[config.mk]
export PLATFORM = sky130hd
export DESIGN_NAME = rgb2ycbcr
export DESIGN_NICKNAME = d
export VERILOG_FILES = /design/src/rtl/rgb2ycbcr_pkg.sv /design/src/rtl/rgb2ycbcr_sync.sv /design/src/rtl/rgb2ycbcr.sv
export SDC_FILE = /design/constraint.sdc
export NUM_CORES = 1
export LEC_CHECK = 0
export ABC_CLOCK_PERIOD_IN_PS = 7500
export CAP_MARGIN = 0
export CORE_MARGIN = 2
export CORE_UTILIZATION = 50
export DETAILED_ROUTE_END_ITERATION = 7
export MAX_ROUTING_LAYER = met4
export PLACE_DENSITY_LB_ADDON = 0.08
export SETUP_SLACK_MARGIN = 0.3
export SLEW_MARGIN = 0
export SYNTH_ARGS = -nofsm -noshare
export SYNTH_HDL_FRONTEND = slang
export SYNTH_SLANG_ARGS = --single-unit
[constraint.sdc]
create_clock -name clk -period 7.5 [get_ports clk]
set_input_delay 1.5 -clock clk [delete_from_list [all_inputs] [get_ports clk]]
set_output_delay 1.5 -clock clk [all_outputs]
set_load 0.005 [all_outputs]
[src/rtl/rgb2ycbcr_pkg.sv]
// Shared types, BT.601 coefficients and the rounding/clamp helper for rgb2ycbcr.
// Optional build macro: RGB2YCBCR_ROUND_EN (round half up instead of truncating).
package rgb2ycbcr_pkg;

    typedef logic [7:0]         pix_t;
    typedef logic signed [17:0] psum_t;

    // Coefficients, scaled by 256
    localparam logic [15:0] C_Y_R  = 16'd77;
    localparam logic [15:0] C_Y_G  = 16'd150;
    localparam logic [15:0] C_Y_B  = 16'd29;
    localparam logic [15:0] C_CB_R = 16'd43;
    localparam logic [15:0] C_CB_G = 16'd85;
    localparam logic [15:0] C_CB_B = 16'd128;
    localparam logic [15:0] C_CR_R = 16'd128;
    localparam logic [15:0] C_CR_G = 16'd107;
    localparam logic [15:0] C_CR_B = 16'd21;

    localparam logic [17:0] OFFSET_C = 18'd32768;
    localparam int          SHIFT    = 8;

`ifdef RGB2YCBCR_ROUND_EN
    localparam logic signed [19:0] RND = 20'sd128;
`else
    localparam logic signed [19:0] RND = 20'sd0;
`endif

    // Scale a weighted sum back to 8 bits and saturate to [0,255].
    function automatic pix_t round_clamp(input psum_t s);
        logic signed [19:0] t;
        t = {{2{s[17]}}, s} + RND;
        t = t >>> SHIFT;
        if (t < 20'sd0)
            return 8'd0;
        else if (t > 20'sd255)
            return 8'd255;
        else
            return t[7:0];
    endfunction

endpackage

[src/rtl/rgb2ycbcr_sync.sv]
// sync_delay: fixed-depth shift register carrying vsync/href/de alongside the data pipeline.
module sync_delay #(
    parameter int DEPTH = 3,
    parameter int W     = 3
) (
    input  logic         clk,
    input  logic         rst,
    input  logic [W-1:0] din,
    output logic [W-1:0] dout
);

    logic [W-1:0] sr_q [DEPTH];
    logic [W-1:0] sr_d [DEPTH];

    // Next state: shift one position per clock, new sample enters at index 0
    always_comb begin
        sr_d[0] = din;
        for (int i = 1; i < DEPTH; i++)
            sr_d[i] = sr_q[i-1];
    end

    // Shift register with asynchronous clear
    always_ff @(posedge clk or posedge rst) begin
        if (rst) begin
            for (int i = 0; i < DEPTH; i++)
                sr_q[i] <= '0;
        end else begin
            sr_q <= sr_d;
        end
    end

    assign dout = sr_q[DEPTH-1];

endmodule

[src/rtl/rgb2ycbcr.sv]
// rgb2ycbcr: 3-stage RGB888 -> YCbCr (BT.601 full range) converter with aligned sync.
// Optional build macro: RGB2YCBCR_ROUND_EN (see rgb2ycbcr_pkg). PIPE_LAT must stay 3.
module rgb2ycbcr
    import rgb2ycbcr_pkg::*;
#(
    parameter int DATA_W   = 8,
    parameter int PIPE_LAT = 3
) (
    input  logic              clk,
    input  logic              rst,
    input  logic              per_img_vsync,
    input  logic              per_img_href,
    input  logic              per_img_de,
    input  logic [DATA_W-1:0] per_img_red,
    input  logic [DATA_W-1:0] per_img_green,
    input  logic [DATA_W-1:0] per_img_blue,
    output logic              post_img_vsync,
    output logic              post_img_href,
    output logic              post_img_de,
    output logic [DATA_W-1:0] post_img_y,
    output logic [DATA_W-1:0] post_img_cb,
    output logic [DATA_W-1:0] post_img_cr
);

    // Product order: Y(R,G,B), Cb(R,G,B), Cr(R,G,B)
    logic [15:0] prod_d [9];
    logic [15:0] prod_q [9];
    psum_t       ys_d, cbs_d, crs_d;
    psum_t       ys_q, cbs_q, crs_q;
    pix_t        y_d, cb_d, cr_d;
    pix_t        y_q, cb_q, cr_q;

    // Stage 1: nine unsigned coefficient products
    always_comb begin
        prod_d[0] = C_Y_R  * 16'(per_img_red);
        prod_d[1] = C_Y_G  * 16'(per_img_green);
        prod_d[2] = C_Y_B  * 16'(per_img_blue);
        prod_d[3] = C_CB_R * 16'(per_img_red);
        prod_d[4] = C_CB_G * 16'(per_img_green);
        prod_d[5] = C_CB_B * 16'(per_img_blue);
        prod_d[6] = C_CR_R * 16'(per_img_red);
        prod_d[7] = C_CR_G * 16'(per_img_green);
        prod_d[8] = C_CR_B * 16'(per_img_blue);
    end

    // Stage 2: weighted sums; chroma carries the +128 offset before scaling
    always_comb begin
        ys_d  = {2'b00, prod_q[0]} + {2'b00, prod_q[1]} + {2'b00, prod_q[2]};
        cbs_d = {2'b00, prod_q[5]} - {2'b00, prod_q[3]} - {2'b00, prod_q[4]} + OFFSET_C;
        crs_d = {2'b00, prod_q[6]} - {2'b00, prod_q[7]} - {2'b00, prod_q[8]} + OFFSET_C;
    end

    // Stage 3: scale back to 8 bits and saturate
    always_comb begin
        y_d  = round_clamp(ys_q);
        cb_d = round_clamp(cbs_q);
        cr_d = round_clamp(crs_q);
    end

    // Arithmetic pipeline registers; advance every cycle regardless of de
    always_ff @(posedge clk or posedge rst) begin
        if (rst) begin
            for (int i = 0; i < 9; i++)
                prod_q[i] <= '0;
            ys_q  <= '0;
            cbs_q <= '0;
            crs_q <= '0;
            y_q   <= '0;
            cb_q  <= '0;
            cr_q  <= '0;
        end else begin
            prod_q <= prod_d;
            ys_q   <= ys_d;
            cbs_q  <= cbs_d;
            crs_q  <= crs_d;
            y_q    <= y_d;
            cb_q   <= cb_d;
            cr_q   <= cr_d;
        end
    end

    sync_delay #(
        .DEPTH (PIPE_LAT),
        .W     (3)
    ) u_sync (
        .clk  (clk),
        .rst  (rst),
        .din  ({per_img_vsync, per_img_href, per_img_de}),
        .dout ({post_img_vsync, post_img_href, post_img_de})
    );

    // Blank pixel data whenever the aligned de is low
    assign post_img_y  = post_img_de ? DATA_W'(y_q)  : '0;
    assign post_img_cb = post_img_de ? DATA_W'(cb_q) : '0;
    assign post_img_cr = post_img_de ? DATA_W'(cr_q) : '0;

endmodule
==> summary.md, run 1 <==
| Metric | Value |
|---|---|
| First-pass detailed-route iteration total | `5` |
| Mapped Cells | `1286` |
| Post-layout min period | `5.378 ns` |
| Worst setup EP type | `register` |
| Largest net degree at the start of global routing | `93` |
| CP Class | `in -> reg` |
| Post-synth EDFFs | `0` |
| CP Data Arrival Time | `5.72 ns` |
| Max Cap Violations | `0` |
| DRC viols | `0` |
| Hold Crit Depth | `0` |
| Max frequency | `185.9 MHz` |
| Worst hold path type | `reg -> reg` |
| Combinational power share | `61.1%` |
| Critical Path Source Type | `primary input` |
| Hold Path End | `u_sync.sr_d[2]` |
| Hold path start | `u_sync.sr_d[5]` |
| VDD IR max | `199.4 uV` |
| Final Hold Fails | `0` |
| Share of cells above drive strength 1 | `3.950%` |
| Minimum setup slack among reg-to-reg paths | `3.68 ns` |
| Async set-reset flop share out of synthesis | `100.0%` |
| Final ANT Viol Nets | `0` |
| Post-CTS setup buffer count | `0` |
| CTS H-tree lvls | `4` |
| Core area | `26210 sq um` |
| Placer Congestion | `0.8321` |
| Pint | `3.460 mW` |
| Design area | `14960 sq um` |
| Placed cell area | `14380 sq um` |
| Vias/cell | `5.195` |
| Post-synthesis sequential area ratio | `30.58%` |
| Status | `finished clean` |
| Relative slew margins | `40.50%` |
| Die area | `28170 sq um` |
| Leak Pwr | `7.699 nW` |
| Synthesized flop and latch total | `164` |
| WL final | `26.23 mm` |
| Initial antenna violation count | `0` |
| Net count after synthesis | `1679` |
| Ys flop type | `dfrtp_1` |
| Final Cycle Share | `71.71%` |
| Fill count | `2281` |
| Switch Pwr | `2.547 mW` |
| Reg power frac | `24.2%` |
| NumNets Final | `1747` |
| Final setup TNS | `0 ns` |
| Worst-path clk slew | `0.08 ns` |
| Hpwl dp | `21.71 mm` |
| Crit Reg-Reg Endpoint | `crs_q[17]` |
| Crit Path Max Fanout | `6` |
| Initial DRC count | `444` |
| # resized after CTS | `0` |
| Number of buffers created by CTS | `17` |
| Synth cell types | `55` |
| # diodes | `0` |
| CTS Hold Bufs | `0` |
| Gr usage total | `20.72%` |
| Drt wl/cell | `15.41 um` |
| Clock sinks | `164` |
| Ys Warns | `0` |
| P&R area growth vs syn | `11.49%` |
| RSZ-0062 raised after global routing | `false` |
| Clock share of power | `14.6%` |
| Routed vias | `8842` |
| Chip Height | `167.8 um` |
| TritonCTS clock tree | `built` |
| Post-Syn Area per Cell | `10.43 sq um` |
| Std cell rows | `59` |
| Reg2Reg Depth | `15` |
| # IOs | `56` |
| Worst-Skew Late Latency | `0.43 ns` |
| Netlist Area Pre-Place | `13420 sq um` |
| Slew of the pin with the lowest slew margin | `0.8924 ns` |
| Gr ovfl total | `0` |
| Final Skew | `0.009766 ns` |
| Util after Layout | `57.09%` |
| Clock buffer depth | `2` |
| DIE WIDTH | `167.8 um` |
| PortBufs | `55` |
| Sw frac | `42.40%` |
| Slew Viols, Final | `0` |
| Pwr/cell area | `401.5 nW/um^2` |
| Data required time at the worst endpoint | `7.84 ns` |
| Clock root cell | `clkbuf_16` |
| Worst reg2reg path startpoint | `prod_q[16]` |
| First-pass GRT wire length | `44.50 mm` |
| Vias in the first global route | `8998` |
| Initial core utilization | `51.21%` |
| Final Setup Violations | `0` |
[worst max-delay path by stage]
| stage | startpoint | slack, ns | cells after the start | end |
|---|---|---|---|---|
| 5_1_grt | per_img_green[3] | 1.88 | 15 | prod_q[78] |
| 3_5_place_dp | per_img_green[6] | 1.68 | 14 | prod_q[30] |
| 3_3_place_gp | per_img_green[6] | 1.77 | 14 | prod_q[30] |
| 6_report | per_img_green[3] | 2.12 | 15 | prod_q[78] |
| 4_1_cts | per_img_green[3] | 2.13 | 15 | prod_q[78] |
| 2_1_floorplan | rst | 1.57 | 1 | cb_q[0] |
[state kept, by name, indices dropped and copies added, names as in the netlist]
name         cells
prod_q         102
cbs_q           10
crs_q           10
ys_q             9
cb_q             8
cr_q             8
y_q              8
u_sync.sr_d      6
u_sync.dout      3
[area by class of cell]
class                   count  area, sq um  share of cell area (%)
repair buffers             56        558.0                   3.730
inverters                 202        763.2                   5.102
clock buffers              17        425.4                   2.844
multi-input cells         913         8531                   57.02
well taps                 335        419.2                   2.802
clock inverters            15        160.2                   1.071
flip-flops and latches    164         4104                   27.43
[Yosys cell counts (all sizes together) (14+ instances only)]
master | number | area (sq um)
nand2 | 32 | 120.1
a21o | 22 | 165.2
a21oi | 65 | 329.1
ha | 295 | 3691
and2 | 26 | 162.7
nor3 | 23 | 115.1
nand3 | 14 | 70.07
o21a | 16 | 120.1
or2 | 14 | 87.58
dfrtp | 164 | 4104
xor2 | 32 | 280.3
xnor2 | 70 | 613.1
nor2 | 88 | 330.3
inv | 202 | 758.2
fa | 69 | 1381
o21ai | 25 | 125.1
[power by group through the flow]
stage | clock (mW) | sequential (mW) | combinational (mW)
global placement | 0 | 1.47 | 3.63
detailed placement | 0 | 1.48 | 3.66
CTS | 0.901 | 1.47 | 3.71
global route | 0.941 | 1.49 | 4.22
floorplan | 0 | 1.38 | 2.89
finish | 0.880 | 1.46 | 3.67
[through the flow]
step	total power [mW]	cells	hold slack, ns	setup WS [ns]
after CTS	6.074	1702	0.3521	2.128
after floorplan	4.270	1286	0.3312	1.567
final	6.007	1702	0.3484	2.122
after detailed placement	5.140	1670	0.3347	1.677
after global routing	6.653	1702	0.3598	1.883
after global placement	5.102	1670	0.3325	1.774
[kinds of logic (layout without fill, tap and decap cells)]
| family | count (synthesis) | in the layout | synth area share [%] |
|---|---|---|---|
| adder cells (fa/ha/maj) | 364 | 364 | 37.80 |
| AND/OR/NAND/NOR | 250 | 250 | 9.175 |
| buffers and inverters | 209 | 290 | 5.846 |
| flip-flops | 164 | 164 | 30.58 |
| multiplexers | 1 | 1 | 0.07460 |
| AO/OA/AOI/OAI | 196 | 196 | 9.865 |
| XOR/XNOR | 102 | 102 | 6.657 |
[metal layers]
layer  track usage [%]  vias to the layer above  wire length, um
li1                  -                     4498                -
met1             27.08                     4243            12740
met2             34.85                       83            12770
met3             2.374                       18              450
met4             4.802                        0              272
met5                 -                        -                0
[critical path: stages]
cell	delay [ns]
clkdlybuf4s50_1	0.56
ha_1	0.39
inv_1	0.06
fa_1	0.55
inv_1	0.06
ha_1	0.34
inv_1	0.07
fa_1	0.50
inv_1	0.04
ha_1	0.31
o21ai_1	0.12
a21oi_1	0.12
o41ai_1	0.50
or4b_1	0.48
o211ai_1	0.12
[layout by cell type (no fill, tap or decap), types with 7 or more instances in the layout]
| master | instances |
|---|---|
| a21oi_1 | 64 |
| inv_1 | 201 |
| nor2b_1 | 12 |
| nand3_1 | 14 |
| clkdlybuf4s50_1 | 55 |
| nor2_1 | 88 |
| xnor2_1 | 70 |
| nor4_1 | 7 |
| dfrtp_1 | 164 |
| o21a_1 | 16 |
| nor3_1 | 23 |
| o21bai_1 | 12 |
| o21ai_0 | 12 |
| or2_2 | 14 |
| clkbuf_16 | 17 |
| nand4_1 | 9 |
| fa_1 | 69 |
| and3_1 | 9 |
| a21o_1 | 22 |
| and2_1 | 26 |
| nand2_1 | 32 |
| o21ai_1 | 13 |
| a31oi_1 | 7 |
| xor2_1 | 32 |
| ha_1 | 295 |
Note: power is estimated with default switching activity, not from simulation.
==> run 2: changes to the inputs <==
--- a/config.mk
+++ b/config.mk
@@ -5,7 +5,7 @@
 export SDC_FILE = /design/constraint.sdc
 export NUM_CORES = 1
 export LEC_CHECK = 0
-export ABC_CLOCK_PERIOD_IN_PS = 7500
+export ABC_CLOCK_PERIOD_IN_PS = 5600
 export CAP_MARGIN = 0
 export CORE_MARGIN = 2
 export CORE_UTILIZATION = 50
==> constraint.sdc (replaced) <==
create_clock -name clk -period 5.6 [get_ports clk]
set_input_delay 1.12 -clock clk [delete_from_list [all_inputs] [get_ports clk]]
set_output_delay 1.12 -clock clk [all_outputs]
set_load 0.005 [all_outputs]
==> run 2 against run 1 <==
Effect of this change:
- critical path depth is the same
- clock skew about the same
- clock-buffer cell count rose by 2
- register-to-register slack got worse by 1.9 ns
- routed wire length is 0.77% higher
- final area rose by 1.0%
- clock power increased by 45%
- hold slack improved by 0.0023 ns
- core utilization grew 0.59 points
- power up 36%
- via count up 0.89%
- combinational power grew 34%
==> summary.md, run 2 (synthesis results as in run 1) <==
| Metric | Value |
|---|---|
| Status | `finished clean` |
| Hold Crit Depth | `0` |
| # IOs | `56` |
| # resized after CTS | `0` |
| Clock root cell | `clkbuf_16` |
| Relative slew margins | `40.03%` |
| Most frequent cells in the layout | `ha_1 (295), inv_1 (201), dfrtp_1 (164)` |
| Design area | `15110 sq um` |
| NumNets Final | `1759` |
| CP max stage cell | `fa_1` |
| Drt wl/cell | `15.42 um` |
| Minimum setup slack among reg-to-reg paths | `1.80 ns` |
| Worst-Skew Late Latency | `0.43 ns` |
| Placed cell area | `14480 sq um` |
| Clock buffer depth | `2` |
| Placer Congestion | `0.8582` |
| P&R area growth vs syn | `12.63%` |
| Initial antenna violation count | `0` |
| Top flop regs | `prod_q (102), cbs_q (10), crs_q (10)` |
| First-pass detailed-route iteration total | `4` |
| Die area | `28170 sq um` |
| Hold path start | `u_sync.sr_d[0]` |
| Std cell rows | `59` |
| Slew of the pin with the lowest slew margin | `0.8977 ns` |
| Vias in the first global route | `8966` |
| Critical Path Source Type | `primary input` |
| Initial core utilization | `51.21%` |
| Core area | `26210 sq um` |
| Dpl cells | `1682` |
| Vias/cell | `5.205` |
| Gr ovfl total | `0` |
| Most frequent CP cell | `inv_1` |
| Final Setup Violations | `0` |
| Leak Pwr | `7.780 nW` |
| Slew Viols, Final | `0` |
| Max Cap Violations | `0` |
| Chip Height | `167.8 um` |
| Worst-path clk slew | `0.07 ns` |
| Final non-filler cell total | `1714` |
| Peak per-stage delay on the critical path | `0.56 ns` |
| Final Cycle Share | `85.15%` |
| Number of buffers created by CTS | `17` |
| Cell chain of the critical path | `clkdlybuf4s50_1 -> ha_1 -> inv_1 -> fa_1 -> inv_1 -> ha_1 -> inv_1 -> fa_1 -> inv_1 -> ha_1 -> o21ai_1 -> a21oi_1 -> o41ai_1 -> or4b_1 -> o211ai_1` |
| Worst hold path type | `reg -> reg` |
| Data required time at the worst endpoint | `5.94 ns` |
| Largest net degree at the start of global routing | `93` |
| Post-CTS setup buffer count | `0` |
| Share of cells above drive strength 1 | `4.714%` |
| WL final | `26.43 mm` |
| Register name with the most flops | `prod_q` |
| Max FFs per register | `102` |
| CP Data Arrival Time | `5.11 ns` |
| # diodes | `0` |
| Final Hold Fails | `0` |
| Worst setup EP type | `register` |
| VDD IR max | `281.9 uV` |
| Final setup TNS | `0 ns` |
| Pwr/cell area | `538.8 nW/um^2` |
| DIE WIDTH | `167.8 um` |
| CP Class | `in -> reg` |
| Post-layout min period | `4.768 ns` |
| CTS H-tree lvls | `4` |
| Final Skew | `0.009568 ns` |
| Initial DRC count | `415` |
| DRC viols | `0` |
| PortBufs | `55` |
| First-pass GRT wire length | `44.71 mm` |
| Gr usage total | `20.77%` |
| RSZ-0062 raised after global routing | `false` |
| CTS Hold Bufs | `0` |
| Crit Path Max Fanout | `5` |
| CP bufs+invs | `5` |
| Routed vias | `8921` |
| Commonest non-fill, non-tap cell in the layout | `ha_1` |
| Reg2Reg Depth | `15` |
| TritonCTS clock tree | `built` |
| Hold Path End | `u_sync.dout[0]` |
| Max frequency | `209.7 MHz` |
| Clock sinks | `164` |
| Hpwl dp | `22.01 mm` |
| Crit path max-delay family | `adder cells` |
| Worst reg2reg path startpoint | `prod_q[16]` |
| Fill count | `2254` |
| Crit Reg-Reg Endpoint | `crs_q[17]` |
| Final ANT Viol Nets | `0` |
## run 2: metal layers
layer / up-vias / share of wire, % / global-route usage [%]
met5: - / 0 / -
met4: 0 / 1.2 / 4.461
met3: 21 / 2.6 / 2.421
met2: 97 / 48 / 34.44
met1: 4277 / 48 / 27.68
li1: 4526 / - / -
## run 2: layout make-up
type / count / area, sq um / area share, %
multi-input combinational: 913 / 8531 / 56.44
sequential: 164 / 4104 / 27.15
inverter: 202 / 762.0 / 5.041
timing repair buffer: 68 / 660.6 / 4.371
clock buffer: 19 / 442.9 / 2.930
tap: 335 / 419.2 / 2.773
clock inverter: 13 / 195.2 / 1.291
## run 2: how the worst max path moves through the flow
stage	startpoint	endpoint	slack, ns	cells past startpoint
2_1_floorplan	per_img_green[1]	prod_q[30]	1.11	13
3_3_place_gp	per_img_green[1]	prod_q[30]	0.40	14
3_5_place_dp	per_img_green[1]	prod_q[30]	0.39	14
4_1_cts	per_img_green[1]	prod_q[30]	0.84	14
5_1_grt	per_img_green[1]	prod_q[78]	0.58	15
6_report	per_img_green[1]	prod_q[78]	0.83	15
## run 2: power breakdown
part | leakage (nW) | internal, mW | switching (mW)
combinational | 5.55 | 2.30 | 2.61
sequential | 1.92 | 1.71 | 0.248
clock | 0.313 | 0.769 | 0.507
## run 2: metrics by stage
| step | power [mW] | setup slack, ns | hold slack [ns] | utilization (%) |
|---|---|---|---|---|
| 2_1_floorplan | 5.719 | 1.110 | 0.3312 | - |
| 3_3_place_gp | 6.832 | 0.4043 | 0.3325 | 55.24 |
| 3_5_place_dp | 6.884 | 0.3930 | 0.3373 | 55.24 |
| 4_1_cts | 8.242 | 0.8393 | 0.3536 | 57.67 |
| 5_1_grt | 9.014 | 0.5789 | 0.3626 | 57.67 |
| 6_report | 8.144 | 0.8317 | 0.3508 | 57.67 |
==> run 3: changes to the inputs <==
--- a/config.mk
+++ b/config.mk
@@ -10,6 +10,7 @@
 export CORE_MARGIN = 2
 export CORE_UTILIZATION = 50
 export DETAILED_ROUTE_END_ITERATION = 7
+export GPL_ROUTABILITY_DRIVEN = 0
 export MAX_ROUTING_LAYER = met4
 export PLACE_DENSITY_LB_ADDON = 0.08
 export SETUP_SLACK_MARGIN = 0.3
==> results of run 3 <==
Final layout, timing and power as in run 2 (identical DEF).
